## config.mk

```make
export PLATFORM = sky130hd
export DESIGN_NAME = jtcps1_sndcmd
export DESIGN_NICKNAME = d
export VERILOG_FILES = /design/src/rtl/jtcps1_sndcmd_pkg.sv /design/src/rtl/jtcps1_cmd_fifo.sv /design/src/rtl/jtcps1_sndcmd.sv
export SDC_FILE = /design/constraint.sdc
export NUM_CORES = 1
export LEC_CHECK = 0
export ABC_AREA = 1
export BUFFER_PORTS_ARGS = -buffer_cell sky130_fd_sc_hd__buf_2
export CELL_PAD_IN_SITES_DETAIL_PLACEMENT = 1
export CELL_PAD_IN_SITES_GLOBAL_PLACEMENT = 1
export CORE_ASPECT_RATIO = 1.75
export CORE_UTILIZATION = 30
export CTS_CLUSTER_DIAMETER = 50
export DETAILED_ROUTE_END_ITERATION = 10
export PLACE_DENSITY = 0.68
export SYNTH_ARGS = -nofsm -noshare
export SYNTH_HDL_FRONTEND = slang
export SYNTH_SLANG_ARGS = --single-unit
```

## constraint.sdc

```tcl
create_clock -name clk -period 6.55 [get_ports clk]
set_clock_uncertainty 0.1 [all_clocks]
set_input_delay 0.9825 -clock clk [delete_from_list [all_inputs] [get_ports clk]]
set_output_delay 0.9825 -clock clk [all_outputs]
set_load 0.05 [all_outputs]
```

## src/rtl/jtcps1_sndcmd_pkg.sv

```systemverilog
// Shared constants and types for the CPS1 sound command latch writer.
package jtcps1_sndcmd_pkg;

    // Value both latches show after reset, like the real open-bus latch
    localparam logic [7:0]  LatchRst    = 8'hFF;
    // 100 us at 48 MHz
    localparam logic [15:0] HoldDefault = 16'd4800;
    // 68000 data strobe lane carrying D[7:0]
    localparam logic [0:0]  LsbLane     = 1'b0;

    // Presenter: current latch0 value still waiting for the Z80, or already read
    typedef enum logic {
        StPending,
        StConsumed
    } pres_state_t;

endpackage

```

## src/rtl/jtcps1_cmd_fifo.sv

```systemverilog
// Small synchronous byte FIFO buffering latch0 commands.
module jtcps1_cmd_fifo #(
    parameter int unsigned DEPTH = 4
) (
    input  logic                     clk,
    input  logic                     rst,
    input  logic                     push,
    input  logic                     pop,
    input  logic [7:0]               din,
    output logic [7:0]               head,
    output logic [$clog2(DEPTH):0]   cnt,
    output logic                     full
);
    localparam int unsigned AW = $clog2(DEPTH);
    localparam int unsigned CW = AW + 1;
    localparam logic [CW-1:0] FullCnt = CW'(DEPTH);

    logic [7:0]    mem [DEPTH];
    logic [AW-1:0] wr_ptr;
    logic [AW-1:0] rd_ptr;
    logic [CW-1:0] cnt_q;
    logic [CW-1:0] cnt_d;
    logic          full_q;
    logic          push_ok;
    logic          pop_ok;

    // A pop frees a slot in the same cycle, so a full FIFO still accepts a push then
    assign pop_ok  = pop & (cnt_q != '0);
    assign push_ok = push & (~full_q | pop_ok);

    // Next occupancy from the accepted push/pop pair
    always_comb begin
        cnt_d = cnt_q;
        unique case ({push_ok, pop_ok})
            2'b10:   cnt_d = cnt_q + CW'(1);
            2'b01:   cnt_d = cnt_q - CW'(1);
            default: cnt_d = cnt_q;
        endcase
    end

    // Pointers and occupancy; pointers wrap naturally as DEPTH is a power of two
    always_ff @(posedge clk) begin
        if (rst) begin
            wr_ptr <= '0;
            rd_ptr <= '0;
            cnt_q  <= '0;
            full_q <= 1'b0;
        end else begin
            if (push_ok) wr_ptr <= wr_ptr + AW'(1);
            if (pop_ok)  rd_ptr <= rd_ptr + AW'(1);
            cnt_q  <= cnt_d;
            full_q <= (cnt_d == FullCnt);
        end
    end

    // Storage needs no reset: entries are only read once written
    always_ff @(posedge clk) begin
        if (push_ok) mem[wr_ptr] <= din;
    end

    assign head = mem[rd_ptr];
    assign cnt  = cnt_q;
    assign full = full_q;

endmodule

```

## src/rtl/jtcps1_sndcmd.sv

```systemverilog
// Main-CPU side writer of the CPS1 sound command latches (command + aux).
module jtcps1_sndcmd
    import jtcps1_sndcmd_pkg::*;
#(
    parameter int unsigned DEPTH = 4,
    parameter logic [15:0] HOLD  = HoldDefault
) (
    input  logic                     clk,
    input  logic                     rst,
    input  logic                     main_cs0,
    input  logic                     main_cs1,
    input  logic                     main_rnw,
    input  logic [1:0]               main_dsn,
    input  logic [15:0]              main_dout,
    input  logic                     latch0_rd,
    output logic [7:0]               snd_latch0,
    output logic [7:0]               snd_latch1,
    output logic [$clog2(DEPTH):0]   fifo_cnt,
    output logic                     fifo_full,
    output logic                     overrun
);
    logic        wr0;
    logic        wr1;
    logic        wr0_l;
    logic        wr1_l;
    logic        ev0;
    logic        ev1;
    logic        adv;
    logic [7:0]  fifo_head;
    logic [7:0]  cur0;
    logic [7:0]  lat1;
    logic [15:0] hold_cnt;
    logic        ovr_q;
    pres_state_t state_q;

    // Only the low byte lane reaches the Z80 latches
    logic unused_bits;
    assign unused_bits = ^{main_dout[15:8], main_dsn[~LsbLane]};

    assign wr0 = main_cs0 & ~main_rnw & ~main_dsn[LsbLane];
    assign wr1 = main_cs1 & ~main_rnw & ~main_dsn[LsbLane];
    assign ev0 = wr0 & ~wr0_l;
    assign ev1 = wr1 & ~wr1_l;

    // Next command is presented once the Z80 has read the current one and it was held long enough
    assign adv = (state_q == StConsumed) & (hold_cnt == 16'd0) & (fifo_cnt != '0);

    jtcps1_cmd_fifo #(
        .DEPTH (DEPTH)
    ) u_fifo (
        .clk   (clk),
        .rst   (rst),
        .push  (ev0),
        .pop   (adv),
        .din   (main_dout[7:0]),
        .head  (fifo_head),
        .cnt   (fifo_cnt),
        .full  (fifo_full)
    );

    // Strobe edge detectors and the unbuffered aux latch
    always_ff @(posedge clk) begin
        if (rst) begin
            wr0_l <= 1'b0;
            wr1_l <= 1'b0;
            lat1  <= LatchRst;
        end else begin
            wr0_l <= wr0;
            wr1_l <= wr1;
            if (ev1) lat1 <= main_dout[7:0];
        end
    end

    // Presenter: load from FIFO, hold for HOLD clks, wait for the Z80 read
    always_ff @(posedge clk) begin
        if (rst) begin
            cur0     <= LatchRst;
            state_q  <= StConsumed;
            hold_cnt <= 16'd0;
        end else if (adv) begin
            cur0     <= fifo_head;
            state_q  <= StPending;
            hold_cnt <= HOLD;
        end else begin
            if (hold_cnt != 16'd0) hold_cnt <= hold_cnt - 16'd1;
            // A read coinciding with a load referred to the old value, hence only here
            if (latch0_rd) state_q <= StConsumed;
        end
    end

    // Sticky flag for a command dropped on a full FIFO
    always_ff @(posedge clk) begin
        if (rst) begin
            ovr_q <= 1'b0;
        end else if (ev0 & fifo_full & ~adv) begin
            ovr_q <= 1'b1;
        end
    end

    assign snd_latch0 = cur0;
    assign snd_latch1 = lat1;
    assign overrun    = ovr_q;

endmodule

```

# Yosys cells after proc, flatten, opt, wreduce, memory -nomap -nowiden
# Memory sizes are Yosys's and may differ from the RTL's. A register that Yosys moved wholly into a read port is not among the register bits.
# Cells that the tools add are included.
# word_totals
regBits	36
mem_bits_rw	32
elab_cells	52
memories	1
# memory_table
name	depth	width	rd	rd_ports_with_merged_regs	wr	line_no	rtl
u_fifo.mem	4	8	1	1	1	jtcps1_cmd_fifo.sv:18	logic [7:0] mem [DEPTH];
# classes
n_reduce_logical	6
bitwise_logic	19
eq_ne	3
addsub	5
mux	7
# ops
operator	count
two-way mux 13 bit	2
zero test 16 bit	1
nonzero test 16 bit	1
subtractor 16 x 1 -> 16 bit (second input constant)	1
AND 1 bit	12
NOT 1 bit	6
case mux 3 bit (2 select lines)	1
adder 2 x 1 -> 2 bit (second input constant)	2
two-way mux 1 bit	4
nonzero test 2 bit	2
adder 3 x 1 -> 3 bit (second input constant)	1
== test 3 bit (second input constant)	1
nonzero test 3 bit	1
subtractor 3 x 1 -> 3 bit (second input constant)	1
== test 2 x 1 -> 1 bit (second input constant)	1
== test 2 bit (second input constant)	1
OR reduction 2 bit	1
bitwise OR 1 bit	1

# Depth between registers and ports, before layout
# Gate-level depths: netlist of run 1.
# logic_depth
ltp_word	9
mapped_depth	15
ltp_nobuf	15

# Hierarchy
# From an unflattened synthesis of run 1, not the netlist that was laid out.
# unflattened
hier_cells	381
hier_area_um2	3418.3
# by_module_without_submodules
mod	instances	area_per_inst_um2	cells_each
jtcps1_cmd_fifo	1	1709.1	147
jtcps1_sndcmd	1	1709.1	234

# Worst setup path before layout of run 1
# OpenSTA, ideal clock, no wires.
# synth_timing
path_type	input-to-reg
from	input main_rnw
to	register u_fifo.full_q (netlist: u_fifo.full)
t_arrival_ns	2.494
t_required_ns	6.338
setup_time_ns	0.112
path_buffers	0
setup_slack_ns	3.843
path_stages	11
path_cell_list	nor2_1 -> nand2_1 -> nor2_1 -> nand2_2 -> ha_1 -> inv_1 -> fa_1 -> nand2_1 -> o21ai_0 -> nand2_1 -> nor2_1
# synth_via
elab_chain_len	8
word_cells_on_any_way	9
cone_classes	eq/ne (3); mux (1); bitwise (5)
# synth_lines
element	line_no	rtl
start, declared	jtcps1_sndcmd.sv:12	input logic main_rnw,
NOT 1 bit (*)	jtcps1_sndcmd.sv:40	assign wr0 = main_cs0 & ~main_rnw & ~main_dsn[LsbLane];
AND 1 bit (*) (2 in series)	jtcps1_sndcmd.sv:40	
AND 1 bit (*)	jtcps1_sndcmd.sv:42	assign ev0 = wr0 & ~wr0_l;
AND 1 bit (*)	jtcps1_cmd_fifo.sv:29	assign push_ok = push & (~full_q | pop_ok);
== test 2 x 1 -> 1 bit / == test 2 bit (equally long branches)	jtcps1_cmd_fifo.sv:34	unique case ({push_ok, pop_ok})
case mux 3 bit (2 select lines) (*)	jtcps1_cmd_fifo.sv:34	
== test 3 bit (*)	jtcps1_cmd_fifo.sv:52	full_q <= (cnt_d == FullCnt);
end signal, assigned	jtcps1_cmd_fifo.sv:52	
end, declared	jtcps1_cmd_fifo.sv:23	logic full_q;
# Every way passes the cells marked *; elsewhere a longest branch is shown, timed or not.
# A chain may end at the register's enable or synchronous reset.

# Worst setup path after layout of run 1
# layout_timing
from	register hold_cnt[0]
to	register u_fifo.full_q (netlist: u_fifo.full)
# layout_via
elab_chain_len	9
word_cells_on_any_way	10
cone_classes	eq/ne (3); mux (1); bitwise (5); reduce/logical (1)
# layout_lines
element	line_no	rtl
start, declared	jtcps1_sndcmd.sv:32	logic [15:0] hold_cnt;
start signal, assigned	jtcps1_sndcmd.sv:85	if (hold_cnt != 16'd0) hold_cnt <= hold_cnt - 16'd1;
zero test 16 bit (*)	jtcps1_sndcmd.sv:46	assign adv = (state_q == StConsumed) & (hold_cnt == 16'd0) & (fifo_cnt != '0);
AND 1 bit (*) (2 in series)	jtcps1_sndcmd.sv:46	
via adv	jtcps1_sndcmd.sv:28	logic adv;
AND 1 bit (*)	jtcps1_cmd_fifo.sv:28	assign pop_ok = pop & (cnt_q != '0);
bitwise OR 1 bit	jtcps1_cmd_fifo.sv:29	
AND 1 bit	jtcps1_cmd_fifo.sv:29	
== test 2 x 1 -> 1 bit / == test 2 bit (equally long branches)	jtcps1_cmd_fifo.sv:34	
case mux 3 bit (2 select lines) (*)	jtcps1_cmd_fifo.sv:34	
== test 3 bit (*)	jtcps1_cmd_fifo.sv:52	
# Mark *: on every way through the listed nets, which the timed path passes. The rest lies on a longest branch.

==> flow_summary.ini, run 1 <==
[cts]
postCtsResizedCells = 0
htreeDepth = 3
clockBufferDepth = 2
cts_root_buf = clkbuf_16
clk-insertion-delay-late_ns = 0.33
clock-sinks = 76
cts_inserted_buffers = 9
clk_pin_slew_worst_paths_ns = 0.06
cts_tree = yes
postCtsSetupBuffers = 0
hold_buffers = 0

[logic_synthesis]
post_synth.cell_area_avg_um2 = 8.75
synth_top_flop_cell = dfxtp_1
synthArstFlopShare = 0
synthMostInstantiatedCell = nand2_1
ys_top_cells_by_area = edfxtp_1 (29%), dfxtp_1 (27%), nand2_1 (12%)
synthCells = 374
seq_area_frac_synth = 0.563
yosysWarnings = 0
synth_edf_count = 32
synth_top_area_frac = 0.294
synth_top_area_cell = edfxtp_1
syn_area_mm2 = 0.00327
synth_fp_nets = 406
synth.distinct_cells = 31
synthTopCellsByCount = nand2_1 (107), dfxtp_1 (44), nor2_1 (42)
ys_ff_latch = 76

[sta]
totalNegativeSetupSlack_ns = 0
slew_headroom = 0.436
worst_pin_slew_ns = 0.842
maxSlewViolCount = 0
finalCritPeriodShare = 0.429
max_freq_mhz = 356
setup_ws_ns = 3.74
rsz0062_at_grt = no
setup_viol = 0
final_hold_viol_count = 0
layout_min_cycle_time_ns = 2.81

[route]
vias = 2563
drt_iter0_markers = 72
ant_nets = 0
avgViaCountPerCell = 4.71
drcViolationCount = 0
routed_wl_um = 7530
routedWlPerCell_um = 13.8
first_pass_iters = 4

[power_and_ir_drop]
powerDensity_mw_per_mm2 = 417
leakage_uw = 0.00163
vdd_drop_max_mv = 0.176
power.total_uw = 1610

[die]
die_area_mm2 = 0.0113
ioPinCount = 45
initial_core_util = 0.308
die_h_um = 140
core_mm2 = 0.0106
die_width_um = 80.9
rows = 50

[flow_run]
cap_viol_max_count = 0

[global_routing]
grt_first_pass_wirelength_um = 12500
grt_pass1_vias = 2600
grt_max_degree = 24
antenna_found_initial = 0
grt_usage = 0.148
grt-ovfl-total = 0

[finish]
layout.nets = 441
syn_to_final_growth_pct = 17.8
layout-drive-gt1-share = 0.174
antenna-diode-count = 0
design_area_mm2 = 0.00385
num-fill-cells = 1286
final_cells = 544

[place]
io_buffers = 35
place_inst = 528
globalplace.congestion = 0.827
dp_hpwl_um = 5640
pre_cts_ws_ns = 3.48
placed_area_mm2 = 0.00355

[worst_setup_path]
start_kind = flop
crit_type = flop to flop
cp-end-kind = flop
critPathArrivalTime_ns = 2.94
cp.required_ns = 6.68
path_max_fanout = 14

[outcome]
status = finished clean

[hold_path]
hold_class = flop to flop
==> power breakdown <==
group | total, uW | internal [uW] | switching, uW
registers | 603 | 549 | 53.8
logic | 504 | 170 | 334
clock network | 500 | 297 | 203
total | 1610 | 1020 | 591
==> worst paths after layout <==
path               start  slack, ns  depth (start not counted)     endpoint
max          hold_cnt[0]       3.74                         14  u_fifo.full
max reg2reg  hold_cnt[0]       3.74                         14  u_fifo.full
min reg2reg      overrun       0.35                          2      overrun
min              overrun       0.35                          2      overrun
==> registers in the layout, summed over array words and instances (netlist names) <==
register       cells
snd_latch0         8
state_q            1
snd_latch1         8
hold_cnt          16
u_fifo.wr_ptr      2
u_fifo.rd_ptr      2
u_fifo.cnt         3
overrun            1
u_fifo.full        1
u_fifo.mem        32
wr0_l              1
wr1_l              1
==> kinds of logic after synthesis <==
group / share of synthesized area
adders and majority gates: 0.0329
AOI/OAI and AO/OA: 0.0597
xor gates and xnor gates: 0.0241
DFF: 0.563
buffers and inverters: 0.0513
and+or+nand+nor: 0.269
==> per-stage QoR <==
| stage | hold slack (ns) | utilization |
|---|---|---|
| 2_1_floorplan | 0.352 | - |
| 5_1_grt | 0.378 | 0.362 |
| 3_5_place_dp | 0.342 | 0.334 |
| 6_report | 0.347 | 0.362 |
| 3_3_place_gp | 0.335 | 0.334 |
| 4_1_cts | 0.351 | 0.362 |
==> final cells by class <==
type                            count  area, um^2  share of cell area
Multi-Input combinational cell    258        1260               0.327
Clock inverter                      7        76.3              0.0198
Sequential cell                    76        1840               0.478
Timing Repair Buffer               35         175              0.0455
Clock buffer                        9         225              0.0585
Inverter                           29         110              0.0286
Tap cell                          130         163              0.0422
==> metal layers <==
layer  wire length [um]  GRT usage
met5                  0          0
met1               2900      0.144
met4                242     0.0771
met2               4200      0.279
met3                191     0.0300
==> cells in the final DEF, fill, tap and decap left out, types with 5 or more instances in the layout <==
cell / n
nand2_1: 107
dfxtp_1: 44
nor2_1: 42
buf_2: 35
edfxtp_1: 32
nand3_1: 30
a21oi_1: 27
inv_1: 25
clkbuf_16: 9
o21ai_1: 8
nor2_2: 7
ha_1: 7
xor2_1: 5
==> worst max-delay path, cell delays in order (launching register included) <==
cell	delay [ns]
dfxtp_1	0.32
inv_1	0.20
ha_1	0.21
nand2_1	0.07
nor2_2	0.18
nand3_4	0.23
clkinv_2	0.20
ha_1	0.16
inv_1	0.06
fa_1	0.37
or2_2	0.32
nand3_1	0.08
nand2_1	0.05
nand3_1	0.10
nor2_1	0.06
Power figures use the tool's default switching activity.
==> inputs of run 2 (changes only) <==
- clock period: 6.55 -> 2.7 ns (I/O delays scaled with it)
==> flow_summary.ini, run 2 (synthesis gave the netlist of run 1 again) <==
[outcome]
status = finished clean

[finish]
layout.nets = 451
layout-drive-gt1-share = 0.196
antenna-diode-count = 0
fin_util = 0.370
largest_reg_flops = 32
largest_register = u_fifo.mem
syn_to_final_growth_pct = 20.3
final_common_cell = nand2_1
layout_common_cells = nand2_1 (107), dfxtp_1 (43), nor2_1 (42), buf_2 (35), edfxtp_1 (32)
top_regs = u_fifo.mem: 32 flops, hold_cnt: 16 flops

[cts]
clockBufferDepth = 2
hold_buffers = 0
clk-insertion-delay-late_ns = 0.34
clock-sinks = 76
cts_inserted_buffers = 9
htreeDepth = 3
cts_root_buf = clkbuf_16
clk_pin_slew_worst_paths_ns = 0.06
cts_tree = yes

[sta]
worst_pin_slew_ns = 0.482
max_freq_mhz = 404
final_hold_viol_count = 0
rsz0062_at_grt = no
totalNegativeSetupSlack_ns = 0
maxSlewViolCount = 0
finalCritPeriodShare = 0.917
setup_viol = 0
setup_ws_ns = 0.224
layout_min_cycle_time_ns = 2.48
holdWs_ns = 0.185
slew_headroom = 0.678

[worst_setup_path]
critPathArrivalTime_ns = 2.61
max_stage_delay_ns = 0.39
crit_type = flop to flop
start_kind = flop
worstPathCellList = inv_1, ha_1, nand2_1, nor2_2, nand3_4, nand2_4, nand2_2, ha_1, inv_1, fa_1, or2_2, nand3_1, nand2_1, nand3_1, nor2_1
slowest_stage = fa_1
cp_top_family = simple AND/OR/NAND/NOR gates
crit_buf_inv = 2
cp.required_ns = 2.83
path_max_fanout = 5
cp-end-kind = flop

[global_routing]
antenna_found_initial = 0
grt_first_pass_wirelength_um = 13000
grt_pass1_vias = 2719
use_met1 = 0.154
grt_max_degree = 19
grt_use_met3 = 0.0313
grt_usage = 0.152
grt-ovfl-total = 0
top_usage_layer = met2
use_met2 = 0.279

[route]
routed_wl_um = 7770
drt_iter0_markers = 70
vias = 2575
first_pass_iters = 4
ant_nets = 0
drcViolationCount = 0
routedWlPerCell_um = 14.0
avgViaCountPerCell = 4.65

[place]
dp_hpwl_um = 5840
io_buffers = 35
pre_cts_ws_ns = 0.207
globalplace.congestion = 0.837

[power_and_ir_drop]
vdd_drop_max_mv = 0.500
power.total_uw = 3950
powerDensity_mw_per_mm2 = 1010
leakage_uw = 0.00168

[die]
die_area_mm2 = 0.0113
die_width_um = 80.9
initial_core_util = 0.308
die_h_um = 140
core_mm2 = 0.0106
ioPinCount = 45
rows = 50

[flow_run]
cap_viol_max_count = 0

[hold_path]
hold_class = input port to flop
==> run 2: cell count changes in the layout (fill, tap and decap cells not counted), sizes merged <==
cell | before | now
buf | 35 | 45
clkinv | 4 | 2
clkinvlp | 2 | 1
inv | 29 | 32
==> run 2: repair_timing <==
item	4_1_cts	5_1_grt
buffers inserted	0	0
gates resized for setup	0	1
setup endpoints to repair	0	2
==> run 2: through the flow <==
stage / instance area [um^2] / instances
after detailed placement: 3630 / 538
final: 3930 / 554
after floorplan: 3270 / 374
after global routing: 3930 / 554
after global placement: 3630 / 538
after CTS: 3930 / 554
==> run 2: final cells by class <==
type,instances,area [um^2]
fill,1293,6700
tap,130,163
timing repair buffer,45,250
clock inverter,7,81.3
sequential,76,1840
clock buffer,9,225
multi-input combinational,258,1260
inverter,29,110
==> run 2: worst register-to-register path: cells and delay by family (launching register included) <==
kind                       cells  cell delay [ns]
adders and majority gates      3             0.76
buffers and inverters          2             0.14
DFF                            1             0.35
and+or+nand+nor               10             1.04
==> run 2: per-layer routing <==
layer | routed length [um] | up-vias
met5 | 0 | -
met4 | 269 | 0
met3 | 196 | 18
met2 | 4350 | 37
met1 | 2950 | 1225
li1 | - | 1295
==> run 2: final timing paths <==
kind	startpoint	end	slack, ns	depth (start not counted)
setup / recovery	hold_cnt[0]	u_fifo.full	0.22	15
hold / removal	latch0_rd	state_q	0.18	3
setup reg to reg	hold_cnt[0]	u_fifo.full	0.22	15
hold reg to reg	overrun	overrun	0.36	2
==> run 2: power breakdown <==
group,switching [uW],total [uW],leakage (uW),internal (uW)
sequential,122,1460,0.000649,1330
combinational,831,1260,0.000888,434
clock,504,1230,0.000147,730
total,1460,3950,0.00168,2500
